$ cat src/rtl/csi_crc_pkg.sv
// Shared CRC-16 (reflected 0x8408, seed 0xFFFF) constants, FSM state type and step functions
// for the CSI-2 payload checksum controller.
package csi_crc_pkg;

    localparam logic [15:0] CRC16_POLY_REFL = 16'h8408;
    localparam logic [15:0] CRC16_SEED      = 16'hFFFF;

    typedef enum logic [2:0] {
        ST_IDLE,
        ST_LOAD,
        ST_SHIFT,
        ST_CRC_LO,
        ST_CRC_HI,
        ST_RESULT
    } crc_chk_state_e;

    function automatic logic [15:0] crc16_step_bit(input logic [15:0] crc, input logic bit_in);
        return (crc >> 1) ^ ((crc[0] ^ bit_in) ? CRC16_POLY_REFL : 16'h0000);
    endfunction

    // Eight LSB-first bit steps; identical result to feeding the byte serially.
    function automatic logic [15:0] crc16_step_byte(input logic [15:0] crc, input logic [7:0] b);
        logic [15:0] c;
        c = crc;
        for (int unsigned i = 0; i < 8; i++) begin
            c = crc16_step_bit(c, b[i]);
        end
        return c;
    endfunction

endpackage

$ cat src/rtl/csi_crc16_check_ctrl_engine.sv
// CRC-16 register: bit-serial by default, one byte per cycle when CSI_CRC_BYTEWIDE_EN is defined.
module csi_crc16_engine
    import csi_crc_pkg::*;
(
    input  logic        clk_i,
    input  logic        reset_i,
    input  logic        seed_load_i,
    input  logic        en_i,
    input  logic        bit_i,
    input  logic [7:0]  byte_i,
    output logic [15:0] crc_o
);

    logic [15:0] crc_q, crc_d;
    logic        unused_in;

`ifdef CSI_CRC_BYTEWIDE_EN
    assign unused_in = bit_i;
`else
    assign unused_in = ^byte_i;
`endif

    always_comb begin
        crc_d = crc_q;
        if (seed_load_i) begin
            crc_d = CRC16_SEED;
        end else if (en_i) begin
`ifdef CSI_CRC_BYTEWIDE_EN
            crc_d = crc16_step_byte(crc_q, byte_i);
`else
            crc_d = crc16_step_bit(crc_q, bit_i);
`endif
        end
    end

    always_ff @(posedge clk_i) begin
        if (reset_i) begin
            crc_q <= CRC16_SEED;
        end else begin
            crc_q <= crc_d;
        end
    end

    assign crc_o = crc_q;

endmodule

$ cat src/rtl/csi_crc16_check_ctrl.sv
// CSI-2 long-packet CRC-16 check controller; build option CSI_CRC_BYTEWIDE_EN selects
// the one-byte-per-cycle engine instead of the 8-cycle bit-serial SHIFT sequencing.
module csi_crc16_check_ctrl
    import csi_crc_pkg::*;
#(
    parameter int unsigned WC_W      = 16,
    parameter int unsigned ERR_CNT_W = 16
) (
    input  logic                 clk_i,
    input  logic                 reset_i,
    input  logic                 sop_i,
    input  logic [WC_W-1:0]      wc_i,
    input  logic [7:0]           data_i,
    input  logic                 valid_i,
    output logic                 ready_o,
    input  logic                 flush_i,
    output logic                 busy_o,
    output logic                 done_o,
    output logic                 crc_ok_o,
    output logic                 crc_err_o,
    output logic [15:0]          crc_o,
    output logic [ERR_CNT_W-1:0] err_cnt_o
);

    crc_chk_state_e       state_q, state_d;
    logic [WC_W-1:0]      cnt_q, cnt_d;
    logic [7:0]           rx_lo_q, rx_lo_d;
    logic [7:0]           rx_hi_q, rx_hi_d;
    logic [15:0]          crc_q, crc_d;
    logic [ERR_CNT_W-1:0] err_q, err_d;
    logic                 hs;
    logic                 match;
    logic                 seed_load;
    logic                 eng_en;
    logic                 eng_bit;
    logic [15:0]          eng_crc;

`ifndef CSI_CRC_BYTEWIDE_EN
    logic [7:0] byte_q, byte_d;
    logic [2:0] idx_q, idx_d;
    assign eng_bit = byte_q[idx_q];
`else
    assign eng_bit = 1'b0;
`endif

    assign ready_o = (state_q == ST_LOAD) || (state_q == ST_CRC_LO) || (state_q == ST_CRC_HI);
    assign hs      = valid_i && ready_o;
    assign busy_o  = (state_q != ST_IDLE);
    assign match   = ({rx_hi_q, rx_lo_q} == crc_q);

    always_comb begin
        state_d   = state_q;
        cnt_d     = cnt_q;
        rx_lo_d   = rx_lo_q;
        rx_hi_d   = rx_hi_q;
        crc_d     = crc_q;
        err_d     = err_q;
        seed_load = 1'b0;
        eng_en    = 1'b0;
        done_o    = 1'b0;
        crc_ok_o  = 1'b0;
        crc_err_o = 1'b0;
`ifndef CSI_CRC_BYTEWIDE_EN
        byte_d    = byte_q;
        idx_d     = idx_q;
`endif
        unique case (state_q)
            ST_IDLE: begin
                if (sop_i) begin
                    seed_load = 1'b1;
                    cnt_d     = wc_i;
                    state_d   = (wc_i != '0) ? ST_LOAD : ST_CRC_LO;
                end
            end
            ST_LOAD: begin
                if (hs) begin
`ifdef CSI_CRC_BYTEWIDE_EN
                    eng_en  = 1'b1;
                    cnt_d   = cnt_q - WC_W'(1);
                    state_d = (cnt_q == WC_W'(1)) ? ST_CRC_LO : ST_LOAD;
`else
                    byte_d  = data_i;
                    idx_d   = 3'd0;
                    state_d = ST_SHIFT;
`endif
                end
            end
            ST_SHIFT: begin
`ifndef CSI_CRC_BYTEWIDE_EN
                eng_en = 1'b1;
                idx_d  = idx_q + 3'd1;
                if (idx_q == 3'd7) begin
                    cnt_d   = cnt_q - WC_W'(1);
                    state_d = (cnt_q == WC_W'(1)) ? ST_CRC_LO : ST_LOAD;
                end
`else
                state_d = ST_IDLE;
`endif
            end
            ST_CRC_LO: begin
                if (hs) begin
                    rx_lo_d = data_i;
                    state_d = ST_CRC_HI;
                end
            end
            ST_CRC_HI: begin
                if (hs) begin
                    rx_hi_d = data_i;
                    crc_d   = eng_crc;
                    state_d = ST_RESULT;
                end
            end
            ST_RESULT: begin
                done_o    = 1'b1;
                crc_ok_o  = match;
                crc_err_o = !match;
                if (!match && (err_q != '1)) begin
                    err_d = err_q + ERR_CNT_W'(1);
                end
                state_d = ST_IDLE;
            end
            default: state_d = ST_IDLE;
        endcase

        // Flush overrides every state action, including the RESULT pulse and counter update.
        if (flush_i) begin
            state_d   = ST_IDLE;
            crc_d     = crc_q;
            err_d     = err_q;
            seed_load = 1'b0;
            eng_en    = 1'b0;
            done_o    = 1'b0;
            crc_ok_o  = 1'b0;
            crc_err_o = 1'b0;
        end
    end

    always_ff @(posedge clk_i) begin
        if (reset_i) begin
            state_q <= ST_IDLE;
            cnt_q   <= '0;
            rx_lo_q <= '0;
            rx_hi_q <= '0;
            crc_q   <= CRC16_SEED;
            err_q   <= '0;
`ifndef CSI_CRC_BYTEWIDE_EN
            byte_q  <= '0;
            idx_q   <= '0;
`endif
        end else begin
            state_q <= state_d;
            cnt_q   <= cnt_d;
            rx_lo_q <= rx_lo_d;
            rx_hi_q <= rx_hi_d;
            crc_q   <= crc_d;
            err_q   <= err_d;
`ifndef CSI_CRC_BYTEWIDE_EN
            byte_q  <= byte_d;
            idx_q   <= idx_d;
`endif
        end
    end

    csi_crc16_engine u_engine (
        .clk_i       (clk_i),
        .reset_i     (reset_i),
        .seed_load_i (seed_load),
        .en_i        (eng_en),
        .bit_i       (eng_bit),
        .byte_i      (data_i),
        .crc_o       (eng_crc)
    );

    assign crc_o     = crc_q;
    assign err_cnt_o = err_q;

endmodule

$ cat config.mk
export PLATFORM = sky130hd
export DESIGN_NAME = csi_crc16_check_ctrl
export DESIGN_NICKNAME = d
export VERILOG_FILES = /design/src/rtl/csi_crc_pkg.sv /design/src/rtl/csi_crc16_check_ctrl_engine.sv /design/src/rtl/csi_crc16_check_ctrl.sv
export SDC_FILE = /design/constraint.sdc
export NUM_CORES = 1
export LEC_CHECK = 0
export CAP_MARGIN = 20
export CORE_ASPECT_RATIO = 0.5
export CORE_MARGIN = 5
export CORE_UTILIZATION = 55
export CTS_BUF_LIST = sky130_fd_sc_hd__clkbuf_16
export CTS_CLUSTER_SIZE = 20
export DETAILED_ROUTE_END_ITERATION = 8
export DONT_BUFFER_PORTS = 1
export PLACE_DENSITY = 0.71
export SKIP_LAST_GASP = 1
export SLEW_MARGIN = 20
export SYNTH_ARGS = -nofsm -noshare
export SYNTH_HDL_FRONTEND = slang
export SYNTH_HIERARCHICAL = 1
export SYNTH_SLANG_ARGS = --single-unit
$ cat constraint.sdc
create_clock -name clk_i -period 4.2 [get_ports clk_i]
set_input_delay 1.26 -clock clk_i [delete_from_list [all_inputs] [get_ports clk_i]]
set_output_delay 1.26 -clock clk_i [all_outputs]
set_load 0.03 [all_outputs]
# [Yosys cells after proc, flatten, opt, wreduce, memory -nomap -nowiden]
# Cells that the tools add are included.
[totals] elab_cells=77 regBits=94 output_inout_bits=37
[op_classes] n_reduce_logical=20 n_bitwise=3 n_mux=27 add_sub_neg=3 n_eq_ne=14 n_lt_le_gt_ge=1
[op_table] operator="$mux 16" n=3
[op_table] operator="$pmux 16 s2" n=1
[op_table] operator="$mux 3" n=6
[op_table] operator="$add 16x1->16 const B" n=1
[op_table] operator="$eq 16x1->1 const B" n=1
[op_table] operator="$eq 16x16->1" n=1
[op_table] operator="$ne 16x16->1 const B" n=1
[op_table] operator="$reduce_bool 16->1" n=1
[op_table] operator="$sub 16x1->16 const B" n=1
[op_table] operator="$xor 15x16->16" n=1
[op_table] operator="$pmux 3 s5" n=1
[op_table] operator="$mux 1" n=12
[op_table] operator="$ne 2x2->1 const B" n=5
[op_table] operator="$eq 3x3->1 const B" n=3
[op_table] operator="$reduce_and 3->1" n=3
[op_table] operator="$reduce_and 2->1" n=4
[op_table] operator="$eq 3x2->1 const B" n=2
[op_table] operator="$pmux 3 s2" n=1
[op_table] operator="$reduce_and 5->1" n=1
[op_table] operator="$lt 3x4->1 const B" n=1
[op_table] operator="$mux 2" n=2
[op_table] operator="$reduce_bool 2->1" n=2
[op_table] operator="$reduce_or 2->1" n=2
[op_table] operator="$add 3x1->3 const B" n=1
[op_table] operator="9 further kinds" n=11

# [Longest topological paths before layout]
[logic_depth] ltp_word=6 depth_mapped=8 ltp_nobuf=7

# [Cells and area by module]
# Netlist, hierarchy kept.
[modules_own_cells] mod="csi_crc16_check_ctrl" n_inst=1 area_per_inst_um2=3981.3 seq_area_each_um2=1561.5 cells_each=485
[modules_own_cells] mod="csi_crc16_engine" n_inst=1 area_per_inst_um2=624.3 seq_area_each_um2=320.3 cells_each=56

# [Worst setup path before layout]
# No wires, ideal clock.
[synth_timing] path_type="input -> output" from="input port flush_i" to="output port crc_ok_o" arrival_time_ps=2052 stages=3 setup_slack_ps=888 required_time_ps=2940 cell_sequence="nand4bb_4 -> inv_2 -> and2_1"
[synth_via] elab_chain_len=1
[synth_rtl] item="from (decl)" line="csi_crc16_check_ctrl.sv:16" source="input logic flush_i,"
[synth_rtl] item="$mux 1" line="csi_crc16_check_ctrl.sv:126" source="if (flush_i) begin"
[synth_rtl] item="to (decl)" line="csi_crc16_check_ctrl.sv:19" source="output logic crc_ok_o,"
# Every way passes these cells.

==> key figures <==
Run status
  – Status: finished, final reports clean

Clock network
  – H-tree levels: 3
  – Cts-stage hold buffer count: 0
  – CTS Buffer Depth: 2
  – CTS sink cnt: 94
  – Clk_lat worst skew: 350 ps
  – CTS tree: yes
  – CTS Buf Count: 9
  – CTS root buf: clkbuf_16
  – Setup bufs post-CTS: 0
  – Resize count post-CTS: 0
  – Clock slew at reported path FFs: 70 ps

Timing
  – Slew Viols, Final: 0
  – Unrepaired setup endpoints after global routing: no
  – Final Hold Viols: 0
  – Clk_skew: 8.417 ps
  – Crit path time final: 3454 ps
  – Crit share post-route: 82.25%
  – Peak Freq: 289.5 MHz
  – Slew of the pin with the lowest slew margin: 886.7 ps
  – Setup_tns: 0 ps
  – Endpoints failing setup: 0
  – Slew HR: 40.63%

Pwr
  – Pleak: 1.621 nW
  – VDD IR-drop max: 0.2069 mV
  – PD cells: 374.2 nW/um^2
  – Design Power: 0.001845 W

Synth
  – Syn Inst Count: 541
  – Top-count cell post-synth: dfxtp_1
  – Count of cell types in the netlist: 59
  – Ys async rst share: 0%
  – Top FF cell, synth: dfxtp_1
  – Commonest cells post-synth: dfxtp_1 (94), nand2_1 (88), a21oi_1 (51)
  – Synth area leaders: dfxtp_1 (41%), nand2_1 (7.2%), a21oi_1 (5.5%), mux2i_1 (3.3%), xnor2_1 (3.2%)
  – Mean Syn Cell Area: 8.513 um^2
  – Synthesized flop and latch total: 94
  – Sequential share of the synthesized area: 40.86%
  – EDFF count, synth: 0
  – Syn Std Cell Area: 4606 um^2
  – Top cell type's share of synthesized area: 40.86%
  – Yosys synthesis warning count: 6
  – Area leader, netlist: dfxtp_1
  – Mapped Nets: 575

Placed design
  – Placed Instances: 626
  – # port buffers: 0
  – DP Area: 4657 um^2
  – Dpl hpwl: 7452 um
  – Routability cong.: 0.8434

GRT
  – Gr usage total: 20.91%
  – First-pass GRT wire length: 17,440 um
  – Largest net degree at the start of global routing: 72
  – Initial antenna violation count: 0
  – GRT overflow: 0
  – Vias in the first global route: 3,378

Routing
  – DRC violations left: 0
  – Detail Route Antenna Nets: 0
  – Vias post-DR: 3,846
  – Detailed-route wire length: 10,770 um
  – Drt first pass iters: 5
  – Avg Vias per Cell: 5.991
  – WL/cell: 16.77 um
  – Drt first-iter violations: 350

Die
  – FP Rows: 23
  – Ports: 66
  – Die Ht: 74.71 um
  – CORE AREA: 8087 um^2
  – Die area: 10,420 um^2
  – Initial Util: 56.95%
  – Die width: 139.4 um

Worst hold path
  – Tightest Hold Check Type: flop to flop

Worst setup path
  – Required @ worst endpoint: 2940 ps
  – WP data arrival: 2190 ps
  – R2r worst-path depth: 6
  – CP startpoint: crc_o[11]
  – Critical Path Sink Type: primary output
  – CP Capture Point: crc_ok_o
  – R2r setup slk: 1710 ps
  – Worst r2r dst: err_cnt_o[8]
  – Crit Path Category: flop to primary output
  – Reg-to-reg startpoint: err_cnt_o[0]
  – Startpoint types: flop
  – Worst Path Max Fanout: 30

Finish
  – Final Core Density: 60.96%
  – Inserted Diodes: 0
  – Share of cells above drive strength 1: 9.245%
  – Design area: 4930 um^2
  – Nets: 559
  – Layout area overhead: 7.036%
  – Finished Layout Cells: 642

Run
  – Max Cap Viol: 0
[critical path: stages, from the launching register on]
cell and delay (ps):
dfxtp_1 540, xnor2_1 180, nand4_1 140, nor4_2 290
buf_4 330, and2_1 360
[worst min-delay path by stage]
stage | start | depth (start not counted) | slack, ps | endpoint
2_1_floorplan | byte_q[2] | 2 | 430 | byte_q[2]
4_1_cts | byte_q[0] | 2 | 450 | byte_q[0]
6_report | byte_q[4] | 2 | 450 | byte_q[4]
3_3_place_gp | byte_q[0] | 2 | 440 | byte_q[0]
5_1_grt | byte_q[0] | 2 | 460 | byte_q[0]
3_5_place_dp | byte_q[0] | 2 | 440 | byte_q[0]
[cell families after synthesis]
family                     Yosys count  share of synthesized area [%]
and+or+nand+nor                    227                          25.45
AOI/OAI and AO/OA                  128                          17.66
buffers and inverters               44                          4.401
DFF                                 94                          40.86
muxes                               23                          5.868
adders and majority gates            5                          1.358
xor gates and xnor gates            20                          4.401
[layout make-up]
| cell class | count | area, um^2 |
|---|---|---|
| Timing Repair Buffer | 9 | 67.56 |
| Inverter | 8 | 30.03 |
| Fill cell | 721 | 3157 |
| Sequential cell | 94 | 1882 |
| Multi-Input combinational cell | 403 | 2537 |
| Clock inverter | 7 | 47.55 |
| Clock buffer | 9 | 225.2 |
| Tap cell | 112 | 140.1 |
[layout by cell type (no fill, tap or decap), types with 12 or more instances in the layout]
| master | count |
|---|---|
| a21oi_1 | 51 |
| dfxtp_1 | 94 |
| mux2i_1 | 15 |
| nand2_1 | 88 |
| nand3_1 | 17 |
| nor2_1 | 33 |
| nor2b_1 | 14 |
| nor4_1 | 12 |
| o21ai_0 | 22 |
| o31ai_1 | 12 |
| xnor2_1 | 17 |
[metrics by stage]
step	hold slack, ps	setup slack (ps)
floorplan	433.1	888.2
global placement	437.5	821.2
detailed placement	442.8	809.7
CTS	451.7	715.4
global route	464.8	571.0
finish	449.9	745.7
[flip-flops by register name, indices dropped and copies added, names as in the netlist]
signal and flops:
byte_q 8, state_q 3, u_engine/crc_o 16, cnt_q 16, rx_lo_q 8, crc_o 16
idx_q 3, err_cnt_o 16, rx_hi_q 8
[power by group]
group	total [W]	internal [W]	switching [W]
Sequential	0.000935	0.000911	0.0000240
Combinational	0.000147	0.0000559	0.0000916
Clock	0.000762	0.000404	0.000358
Total	0.00184	0.00137	0.000473
[per-layer routing]
layer / track usage, % / vias to the layer above / share of wire (%) / routed length [um]
li1: - / 1912 / - / -
met1: 28.03 / 1817 / 47 / 5025
met2: 32.25 / 104 / 44 / 4730
met3: 7.551 / 13 / 8.5 / 910
met4: 6.182 / 0 / 0.96 / 103
met5: 0 / - / 0 / 0
(Power assumes the default switching activity.)
